==> config.mk <==
export PLATFORM = sky130hd
export DESIGN_NAME = dct_block_sched
export DESIGN_NICKNAME = d
export VERILOG_FILES = /design/src/rtl/jpeg_enc_pkg.sv /design/src/rtl/dct_block_sched_rr_arbiter.sv /design/src/rtl/dct_block_sched.sv
export SDC_FILE = /design/constraint.sdc
export NUM_CORES = 1
export LEC_CHECK = 0
export ABC_AREA = 1
export CORE_MARGIN = 5
export CORE_UTILIZATION = 40
export CTS_CLUSTER_DIAMETER = 80
export DETAILED_ROUTE_END_ITERATION = 16
export PLACE_DENSITY = 0.8
export SLEW_MARGIN = 25
export SYNTH_ARGS = -nofsm -noshare
export SYNTH_HDL_FRONTEND = slang
export SYNTH_SLANG_ARGS = --single-unit
==> constraint.sdc <==
create_clock -name i_clock -period 1.95 [get_ports i_clock]
set_input_delay 0.195 -clock i_clock [delete_from_list [all_inputs] [get_ports i_clock]]
set_output_delay 0.195 -clock i_clock [all_outputs]
set_load 0.02 [all_outputs]
==> src/rtl/jpeg_enc_pkg.sv <==
// Shared JPEG-encoder constants and enums: DCT engine timing, requester ids, scheduler states.
package jpeg_enc_pkg;
  localparam int DCT_ENG_LAT = 17;
  localparam int DCT_ROW_CYC = 8;

  typedef enum logic [1:0] {
    ID_Y  = 2'd0,
    ID_CB = 2'd1,
    ID_CR = 2'd2
  } req_id_e;

  typedef enum logic [1:0] {
    IDLE = 2'd0,
    RUN  = 2'd1,
    CAP  = 2'd2
  } sched_state_e;
endpackage

==> src/rtl/dct_block_sched_rr_arbiter.sv <==
// rr_arbiter: combinational round-robin pick, first set request at or after i_ptr (circular).
module rr_arbiter #(
  parameter int N_REQ = 3,
  parameter int ID_W  = 2
) (
  input  logic [N_REQ-1:0] i_req,
  input  logic [ID_W-1:0]  i_ptr,
  output logic [N_REQ-1:0] o_gnt,
  output logic [ID_W-1:0]  o_id,
  output logic             o_vld
);
  logic [ID_W:0] w_idx;

  always_comb begin
    o_gnt = '0;
    o_id  = '0;
    o_vld = 1'b0;
    w_idx = '0;
    for (int i = 0; i < N_REQ; i++) begin
      // i_ptr < N_REQ, so one conditional subtract is enough for the wrap
      w_idx = {1'b0, i_ptr} + (ID_W+1)'(i);
      if (w_idx >= (ID_W+1)'(N_REQ)) w_idx = w_idx - (ID_W+1)'(N_REQ);
      if (!o_vld && i_req[w_idx[ID_W-1:0]]) begin
        o_vld                    = 1'b1;
        o_gnt[w_idx[ID_W-1:0]]   = 1'b1;
        o_id                     = w_idx[ID_W-1:0];
      end
    end
  end
endmodule

==> src/rtl/dct_block_sched.sv <==
// dct_block_sched: round-robin launch of one shared DCT engine; res_valid 17 cycles after eng_enable rises.
// sink_ready gates launch only, no backpressure after launch; DCT_SCHED_STATS_EN adds block/busy counters.
module dct_block_sched
  import jpeg_enc_pkg::*;
#(
  parameter int N_REQ   = 3,
  parameter int ID_W    = 2,
  parameter int ENG_LAT = DCT_ENG_LAT,
  parameter int ROW_CYC = DCT_ROW_CYC
) (
  input  logic             i_clock,
  input  logic             i_reset_n,
  input  logic             i_sched_en,
  input  logic [N_REQ-1:0] i_req,
  input  logic             i_sink_ready,
  output logic [N_REQ-1:0] o_grant,
  output logic [ID_W-1:0]  o_sel_id,
  output logic             o_eng_enable,
  output logic             o_res_valid,
  output logic [ID_W-1:0]  o_res_id,
  output logic             o_busy,
  output logic [15:0]      o_blk_count,
  output logic [31:0]      o_busy_cycles
);
  localparam int CNT_W = $clog2(ENG_LAT + 1);

  sched_state_e     r_state, w_state_nxt;
  logic [CNT_W-1:0] r_cnt, w_cnt_nxt;
  logic [ID_W-1:0]  r_sel_id, w_sel_id_nxt;
  logic [ID_W-1:0]  r_rr_ptr, w_rr_ptr_nxt;
  logic [N_REQ-1:0] w_arb_gnt;
  logic [ID_W-1:0]  w_arb_id;
  logic             w_arb_vld;
  logic             w_launch;

  rr_arbiter #(.N_REQ(N_REQ), .ID_W(ID_W)) u_arb (
    .i_req (i_req),
    .i_ptr (r_rr_ptr),
    .o_gnt (w_arb_gnt),
    .o_id  (w_arb_id),
    .o_vld (w_arb_vld)
  );

  always_ff @(posedge i_clock or negedge i_reset_n) begin
    if (!i_reset_n) begin
      r_state  <= IDLE;
      r_cnt    <= '0;
      r_sel_id <= '0;
      r_rr_ptr <= '0;
    end else begin
      r_state  <= w_state_nxt;
      r_cnt    <= w_cnt_nxt;
      r_sel_id <= w_sel_id_nxt;
      r_rr_ptr <= w_rr_ptr_nxt;
    end
  end

  always_comb begin
    w_state_nxt  = r_state;
    w_cnt_nxt    = r_cnt;
    w_sel_id_nxt = r_sel_id;
    w_rr_ptr_nxt = r_rr_ptr;
    w_launch     = i_sched_en & i_sink_ready & w_arb_vld;
    o_grant      = '0;
    o_eng_enable = 1'b0;
    o_busy       = 1'b0;
    o_res_valid  = 1'b0;
    case (r_state)
      IDLE: begin
        if (w_launch) begin
          w_state_nxt  = RUN;
          w_cnt_nxt    = '0;
          w_sel_id_nxt = w_arb_id;
          w_rr_ptr_nxt = (w_arb_id == ID_W'(N_REQ - 1)) ? '0 : w_arb_id + 1'b1;
        end
      end
      RUN: begin
        o_eng_enable = 1'b1;
        o_busy       = 1'b1;
        w_cnt_nxt    = r_cnt + 1'b1;
        // grant spans the engine row phase only; pixels are free afterwards
        if (r_cnt < CNT_W'(ROW_CYC)) o_grant[r_sel_id] = 1'b1;
        if (r_cnt == CNT_W'(ENG_LAT - 1)) w_state_nxt = CAP;
      end
      CAP: begin
        o_eng_enable = 1'b1;
        o_busy       = 1'b1;
        o_res_valid  = 1'b1;
        w_state_nxt  = IDLE;
      end
      default: w_state_nxt = IDLE;
    endcase
  end

  assign o_sel_id = r_sel_id;
  assign o_res_id = r_sel_id;

`ifdef DCT_SCHED_STATS_EN
  logic [15:0] r_blk_count;
  logic [31:0] r_busy_cycles;

  always_ff @(posedge i_clock or negedge i_reset_n) begin
    if (!i_reset_n) begin
      r_blk_count   <= '0;
      r_busy_cycles <= '0;
    end else begin
      if (o_res_valid) r_blk_count <= r_blk_count + 1'b1;
      if (o_busy && (r_busy_cycles != '1)) r_busy_cycles <= r_busy_cycles + 1'b1;
    end
  end

  assign o_blk_count   = r_blk_count;
  assign o_busy_cycles = r_busy_cycles;
`else
  assign o_blk_count   = '0;
  assign o_busy_cycles = '0;
`endif
endmodule

-- Word-level counts from Yosys, hierarchy flattened
Index checks and enable logic that the tools add are counted.
- register bits after elaboration: 11
- output and inout bits: 58
- add/sub/neg operators: 7
- order comparisons: 9
- eq/ne operators: 6
- mux-type cells: 27
- bitwise logic cells: 2
- reduce and logical (&&, ||, !) cells: 11
- operator list (operator ; number):
    $mux 2 ; 9
    $lt 2x3->1 const B ; 4
    $pmux 5 s2 ; 1
    $mux 1 ; 9
    $bmux 1 s2 ; 3
    $ge 3x2->1 const B ; 2
    $mux 3 ; 2
    $reduce_and 2->1 ; 3
    $sub 2x2->2 const B ; 3
    $add 5x1->5 const B ; 1
    $eq 5x5->1 const B ; 1
    $lt 5x4->1 const B ; 1
    $mux 5 ; 1
    $eq 2x2->1 const B ; 2
    $ne 2x2->1 const B ; 2
    $pmux 2 s2 ; 1
    $add 2x1->3 const B ; 1
    $add 2x2->3 const B ; 1
    $logic_and 1x1->1 ; 3
    $add 2x1->2 const B ; 1
    $and 1x1->1 ; 2
    $demux 1 s2 ; 1
    $eq 2x1->1 const B ; 1
    $ge 2x1->1 const B ; 1
    5 further kinds ; 6

-- Logic depth before layout (Yosys ltp)
Gate-level depths: netlist of run 1.
- depth in word-level cells: 14
- depth in mapped cells: 12

-- Cells and area by module
A second synthesis of run 1 with hierarchy kept.
- cell total of the unflattened synthesis: 200
- area, all modules: 1396.3 um^2
- modules (own cells, without submodules) (module ; instances ; cells each ; area an instance (um^2) ; seq. area each (um^2)):
    dct_block_sched ; 1 ; 136 ; 1063.5 ; 275.3
    rr_arbiter ; 1 ; 64 ; 332.8 ; 0.0

-- Least setup slack after synthesis of run 1
Ideal clock, no wire load.
- kind: register to output
- start point: register r_state[1]
- end point: output port o_grant[2]
- arrival: 1.500 ns
- data required time: 1.755 ns
- path slack: 0.255 ns
- stages on the path, launching flop included: 5
- path buffers: 0
- cells stage by stage: dfrtp_1 > inv_1 > ha_1 > inv_1 > nor4_1
- longest elaborated chain between the ends: 2
- RTL lines (what ; line ; source):
    start, declared ; dct_block_sched.sv:27 ; sched_state_e r_state, w_state_nxt;
    start signal, assigned ; dct_block_sched.sv:51 ; r_state <= w_state_nxt;
    $eq 2x1->1 ; dct_block_sched.sv:68 ; case (r_state)
    $mux 3 ; dct_block_sched.sv:68 ;
    end, declared ; dct_block_sched.sv:16 ; output logic [N_REQ-1:0] o_grant,
Every way passes these cells.

-- Worst setup path in the final report of run 1
- start point: register r_state[0]
- end point: output port o_busy
- longest elaborated chain between the ends: 3
- elaborated cells between the ends (all ways): 4
- those cells by class: eq/ne: 2; mux: 1; reduce/logical: 1
- RTL lines (what ; line ; source):
    $eq 2x1->1 or $eq 2x2->1 (tied branches) ; dct_block_sched.sv:68 ;
    $reduce_or 2->1 (no line) * ; -- ;
    $mux 1 * ; dct_block_sched.sv:68 ;
    end, declared ; dct_block_sched.sv:21 ; output logic o_busy,
Every way passes the cells marked *; elsewhere a longest branch is shown, timed or not.

==> metrics.txt, run 1 <==
final layout net count=212; per-cell routed wire length=9.11 um; H-tree depth=1; Max FO, Critical Path=3; Slew Limit Fails=0; Mapped Cells=178; CP Data Required Time=1.75 ns; Critical Path End Type=output pin; R2R depth=10; critical path class=reg2out; mean number of vias per cell=4.01; Chip Height=67.0 um; most common cell after layout, fill and taps aside=conb_1; first-pass GRT wire length=3400 um; maximum vdd drop=0.569 mV; initial antenna violation count=0; I/O pins=65; CTS tree=built; commonest non-fill, non-tap cells in the layout=conb_1, nand2_1, inv_1, nand3_1, clkdlybuf4s50_1; count of final hold-check violations=0; Yosys warning count=0; Sum Neg Setup Slack=0 ns; vias in the first global route=819; Routability Congestion=0.831; Synth Cell Area=1300 um2; #FFs+latches synth=11; LEAKAGE=0.734 nW; clock sink count=11; startpoint types=flop; Reg area=275 um2; Reg-to-Reg Start=r_rr_ptr[0]; hold_buf cts=0; sequential share of the synthesized area=21.2%; Distinct cells, synth=21; Power Density=1260 nW/um2; core outline area=3080 um2; period utilization=92.8%; GRT overflow=0; Skew-Pair Late Insertion Delay=0.26 ns; multi-input logic area=726 um2; Inserted Diodes=0; Filler cells=338; Root Driver=clkbuf_4; number of CTS-inserted buffers=3; status=finished clean; min cycle time layout=1.81 ns; Die ar.=4480 um2; syn_area_per_cell=7.29 um2; R2R setup slack=0.19 ns; WHS=0.256 ns; share of layout cells above drive strength 1=11.3%; fmax=0.552 GHz; wirelength, routed=2180 um; FF-to-FF End=r_cnt[0]; CP arrival=1.62 ns; Max clock buf depth=2; Max-Cap Viols=0; final worst slack=0.140 ns; area of all placed cells without fillers=1340 um2; via count=958; final setup violation count=0; # DRC=0; DIE WIDTH=67.0 um; Fin Clk Skew=0.000599 ns; Initial Util=42.2%; total track usage=9.71%; post-DP HPWL=1910 um; Initial DRC Count=38; Port Buf Inserts=16; clock-pin transition on the worst setup and hold timing paths=0.06 ns; Layout area overhead=2.99%; largest net degree at the start of global routing=12; Pre-antenna DRT Iters=6; dpl ws=0.121 ns; unrepaired setup endpoints after global routing=false; std cell rows=20; Final ANT Viol Nets=0; dpl cell area=1310 um2; worst hold path type=in2async
how the worst max path moves through the flow:
stage | cells after the start | endpoint | start
finish | 3 | o_busy | r_state[0]
global route | 10 | r_rr_ptr[0] | r_rr_ptr[0]
CTS | 3 | o_busy | r_state[0]
detailed placement | 5 | o_grant[2] | r_state[1]
global placement | 5 | o_grant[2] | r_state[1]
floorplan | 4 | o_grant[2] | r_state[1]
worst max-delay path, stage by stage, from the launching register on:
cell             delay [ns]
dfrtp_1                0.37
inv_1                  0.07
ha_1                   0.30
clkdlybuf4s50_1        0.61
layer usage:
| metal | wire length [um] | part of all wire (%) | vias up | track usage, % |
|---|---|---|---|---|
| met2 | 1060 | 49 | 39 | 17.0 |
| li1 | - | - | 494 | - |
| met3 | 221 | 10 | 0 | 3.04 |
| met1 | 893 | 41 | 425 | 11.8 |
| met5 | 0 | 0 | - | 0 |
| met4 | 0 | 0 | 0 | 1.52 |
where the power goes:
group / switching (W) / total (W) / leakage (nW) / internal, W
Clock: 0.0000666 / 0.000146 / 0.0150 / 0.0000790
Sequential: 0.0000697 / 0.000366 / 0.146 / 0.000296
Combinational: 0.000747 / 0.00117 / 0.573 / 0.000419
Total: 0.000883 / 0.00168 / 0.734 / 0.000794
area by class of cell:
type	instances	share of cell area, %
well taps	44	4.12
clock buffers	4	1.97
multi-input cells	139	54.3
flip-flops and latches	11	20.6
repair buffers	17	12.3
inverters	24	6.74
sequential cells by signal, summed over array words and instances (netlist names):
register	cells
o_res_id	2
r_cnt	5
r_rr_ptr	2
r_state	2
what timing repair did:
item                       in CTS  in global routing
hold endpoints to repair        0                  0
resized for setup               3                  0
setup endpoints to repair       3                  0
setup buffers                   0                  0
metrics by stage:
step | utilization, % | total power [W] | instances
detailed placement | 42.7 | 0.00155 | 235
global placement | 42.7 | 0.00152 | 235
finish | 43.4 | 0.00168 | 239
CTS | 43.4 | 0.00169 | 239
global route | 43.4 | 0.00187 | 239
floorplan | - | 0.00134 | 225
cells by family after synthesis:
logic type | synth area share (%)
buffers and inverters | 36.5
AND/OR/NAND/NOR | 25.6
other | 0.289
adder cells (fa/ha/maj) | 8.68
AO/OA/AOI/OAI | 6.46
XOR/XNOR | 1.35
flip-flops | 21.2
synth_stat cells (all sizes together):
cell type | n | area [um2]
xor2 | 2 | 17.5
nand3 | 21 | 133
o21ai | 12 | 78.8
ha | 9 | 113
nor3 | 1 | 5.00
a21oi | 1 | 5.00
nand2 | 35 | 149
dfrtp | 11 | 275
conb | 1 | 3.75
nor2 | 7 | 26.3
or2 | 1 | 6.26
nor4 | 2 | 12.5
inv | 24 | 90.1
buf | 51 | 383
(Power assumes the default switching activity.)
==> inputs of run 2 (changes only) <==
Settings changed: RECOVER_POWER set to 50, SLEW_MARGIN 25 to not set.
==> metrics.txt, run 2 (synthesis results as in run 1) <==
crit path max-delay cell type=clkdlybuf4s50_1; R2R depth=10 (unchanged); Inserted Diodes=0 (unchanged); Sum Neg Setup Slack=0 ns (unchanged); unrepaired setup endpoints after global routing=false; final setup violation count=0 (unchanged); status=finished clean; min cycle time layout=1.81 ns (-0.000545 ns); clock sink count=11 (unchanged); Pre-antenna DRT Iters=6 (unchanged); critical-path cell list=inv_1 > ha_1 > clkdlybuf4s50_1; R2R setup slack=0.19 ns (about the same); max reg flops=5 (unchanged); vias in the first global route=819 (unchanged); commonest non-fill, non-tap cells in the layout=conb_1, nand2_1, inv_1, nand3_1, dfrtp_1; Reg-to-Reg Start=r_rr_ptr[0]; Skew-Pair Late Insertion Delay=0.26 ns (about the same); CP Data Required Time=1.75 ns (about the same); GRT overflow=0 (unchanged); first-pass GRT wire length=3400 um (unchanged); area of all placed cells without fillers=1340 um2 (unchanged); Slew Limit Fails=0 (unchanged); I/O pins=65 (unchanged); per-cell routed wire length=9.10 um (-0.18%); CTS tree=built; multi-input logic area=726 um2 (unchanged); initial antenna violation count=0 (unchanged); Max-Cap Viols=0 (unchanged); most common cell after layout, fill and taps aside=conb_1; H-tree depth=1 (unchanged); post-DP HPWL=1910 um (unchanged); Most flops, register=r_cnt; Reg area=275 um2 (unchanged); Filler cells=338 (unchanged); Power Density=1250 nW/um2 (-0.74%); core outline area=3080 um2 (unchanged); CP peak stage delay=0.61 ns (about the same); Post-CTS Setup Repair Bufs=0 (unchanged); dpl cell area=1310 um2 (unchanged); Final ANT Viol Nets=0 (unchanged); FF-to-FF End=r_cnt[0]; final layout net count=212 (unchanged); largest net degree at the start of global routing=12 (unchanged); worst hold path type=in2async; Die ar.=4480 um2 (unchanged); share of layout cells above drive strength 1=11.3% (unchanged); count of final hold-check violations=0 (unchanged); Layout area overhead=2.99% (unchanged); Max clock buf depth=2 (unchanged); Finished Layout Cells=239 (unchanged); Chip Height=67.0 um (unchanged); clock-pin transition on the worst setup and hold timing paths=0.06 ns (about the same); CP arrival=1.61 ns (about the same); Critical Path End Type=output pin; Root Driver=clkbuf_4; # DRC=0 (unchanged); Initial DRC Count=38 (unchanged); LEAKAGE=0.744 nW (+1.4%); Routability Congestion=0.831 (unchanged); fmax=0.553 GHz (about the same); maximum vdd drop=0.569 mV (about the same); Fin Clk Skew=0.000599 ns (unchanged); DIE WIDTH=67.0 um (unchanged); total track usage=9.71% (unchanged); startpoint types=flop; Placed Cells incl. Taps=235 (unchanged); critical path class=reg2out; period utilization=92.8% (about the same); std cell rows=20 (unchanged); number of CTS-inserted buffers=3 (unchanged); Max FO, Critical Path=3 (unchanged); fin util=43.4% (unchanged); Port Buf Inserts=16 (unchanged); wirelength, routed=2170 um (-0.18%); mean number of vias per cell=4.00 (-0.21%); via count=956 (-0.21%); Initial Util=42.2% (unchanged)
==> run 2: cell types whose count changed in the layout (fill, tap and decap cells not counted) <==
cell             previous run  this run
dlygate4sd3_1               0         5
clkdlybuf4s50_1            13         8
==> run 2: worst max-delay path by stage <==
stage	startpoint	slack, ns	end
global route	r_rr_ptr[0]	0.006	r_rr_ptr[0]
CTS	r_state[0]	0.12	o_busy
floorplan	r_state[1]	0.26	o_grant[2]
detailed placement	r_state[1]	0.12	o_grant[2]
global placement	r_state[1]	0.18	o_grant[2]
finish	r_state[0]	0.14	o_busy
==> run 2: worst max-delay path, delay by kind of cell (launching register included) <==
family,cells,cell delay (ns)
buf+inv,2,0.68
flops,1,0.37
fa+ha+maj,1,0.30
==> run 2: per-stage QoR <==
step,total power (W),setup WS [ns],hold slack [ns]
after floorplan,0.00134,0.255,-0.101
after global placement,0.00152,0.178,0.485
after detailed placement,0.00155,0.121,0.498
after CTS,0.00169,0.119,0.263
after global routing,0.00186,0.00585,0.343
final,0.00166,0.140,0.327
==> run 2: routing by layer <==
metal | GRT usage (%) | vias to the layer above | share of wire [%]
met5 | 0 | - | 0
li1 | - | 493 | -
met3 | 3.04 | 0 | 10
met2 | 17.0 | 39 | 49
met4 | 1.52 | 0 | 0
met1 | 11.8 | 424 | 41
==> run 2: power by group <==
group | internal [W] | leakage [nW] | switching [W]
sequential | 0.000296 | 0.146 | 0.0000684
combinational | 0.000409 | 0.583 | 0.000746
clock | 0.0000790 | 0.0150 | 0.0000666
total | 0.000784 | 0.744 | 0.000881
==> run 2: repair_timing <==
item                                    4_1_cts  5_1_grt
gates resized for setup                       3        0
endpoints found under the setup margin        3        0
hold buffers                                  0        0
==> run 2: layout make-up <==
type | instances | area share, %
Multi-Input combinational cell | 139 | 54.3
Sequential cell | 11 | 20.6
Timing Repair Buffer | 17 | 12.3
Inverter | 24 | 6.74
Tap cell | 44 | 4.12
Clock buffer | 4 | 1.97
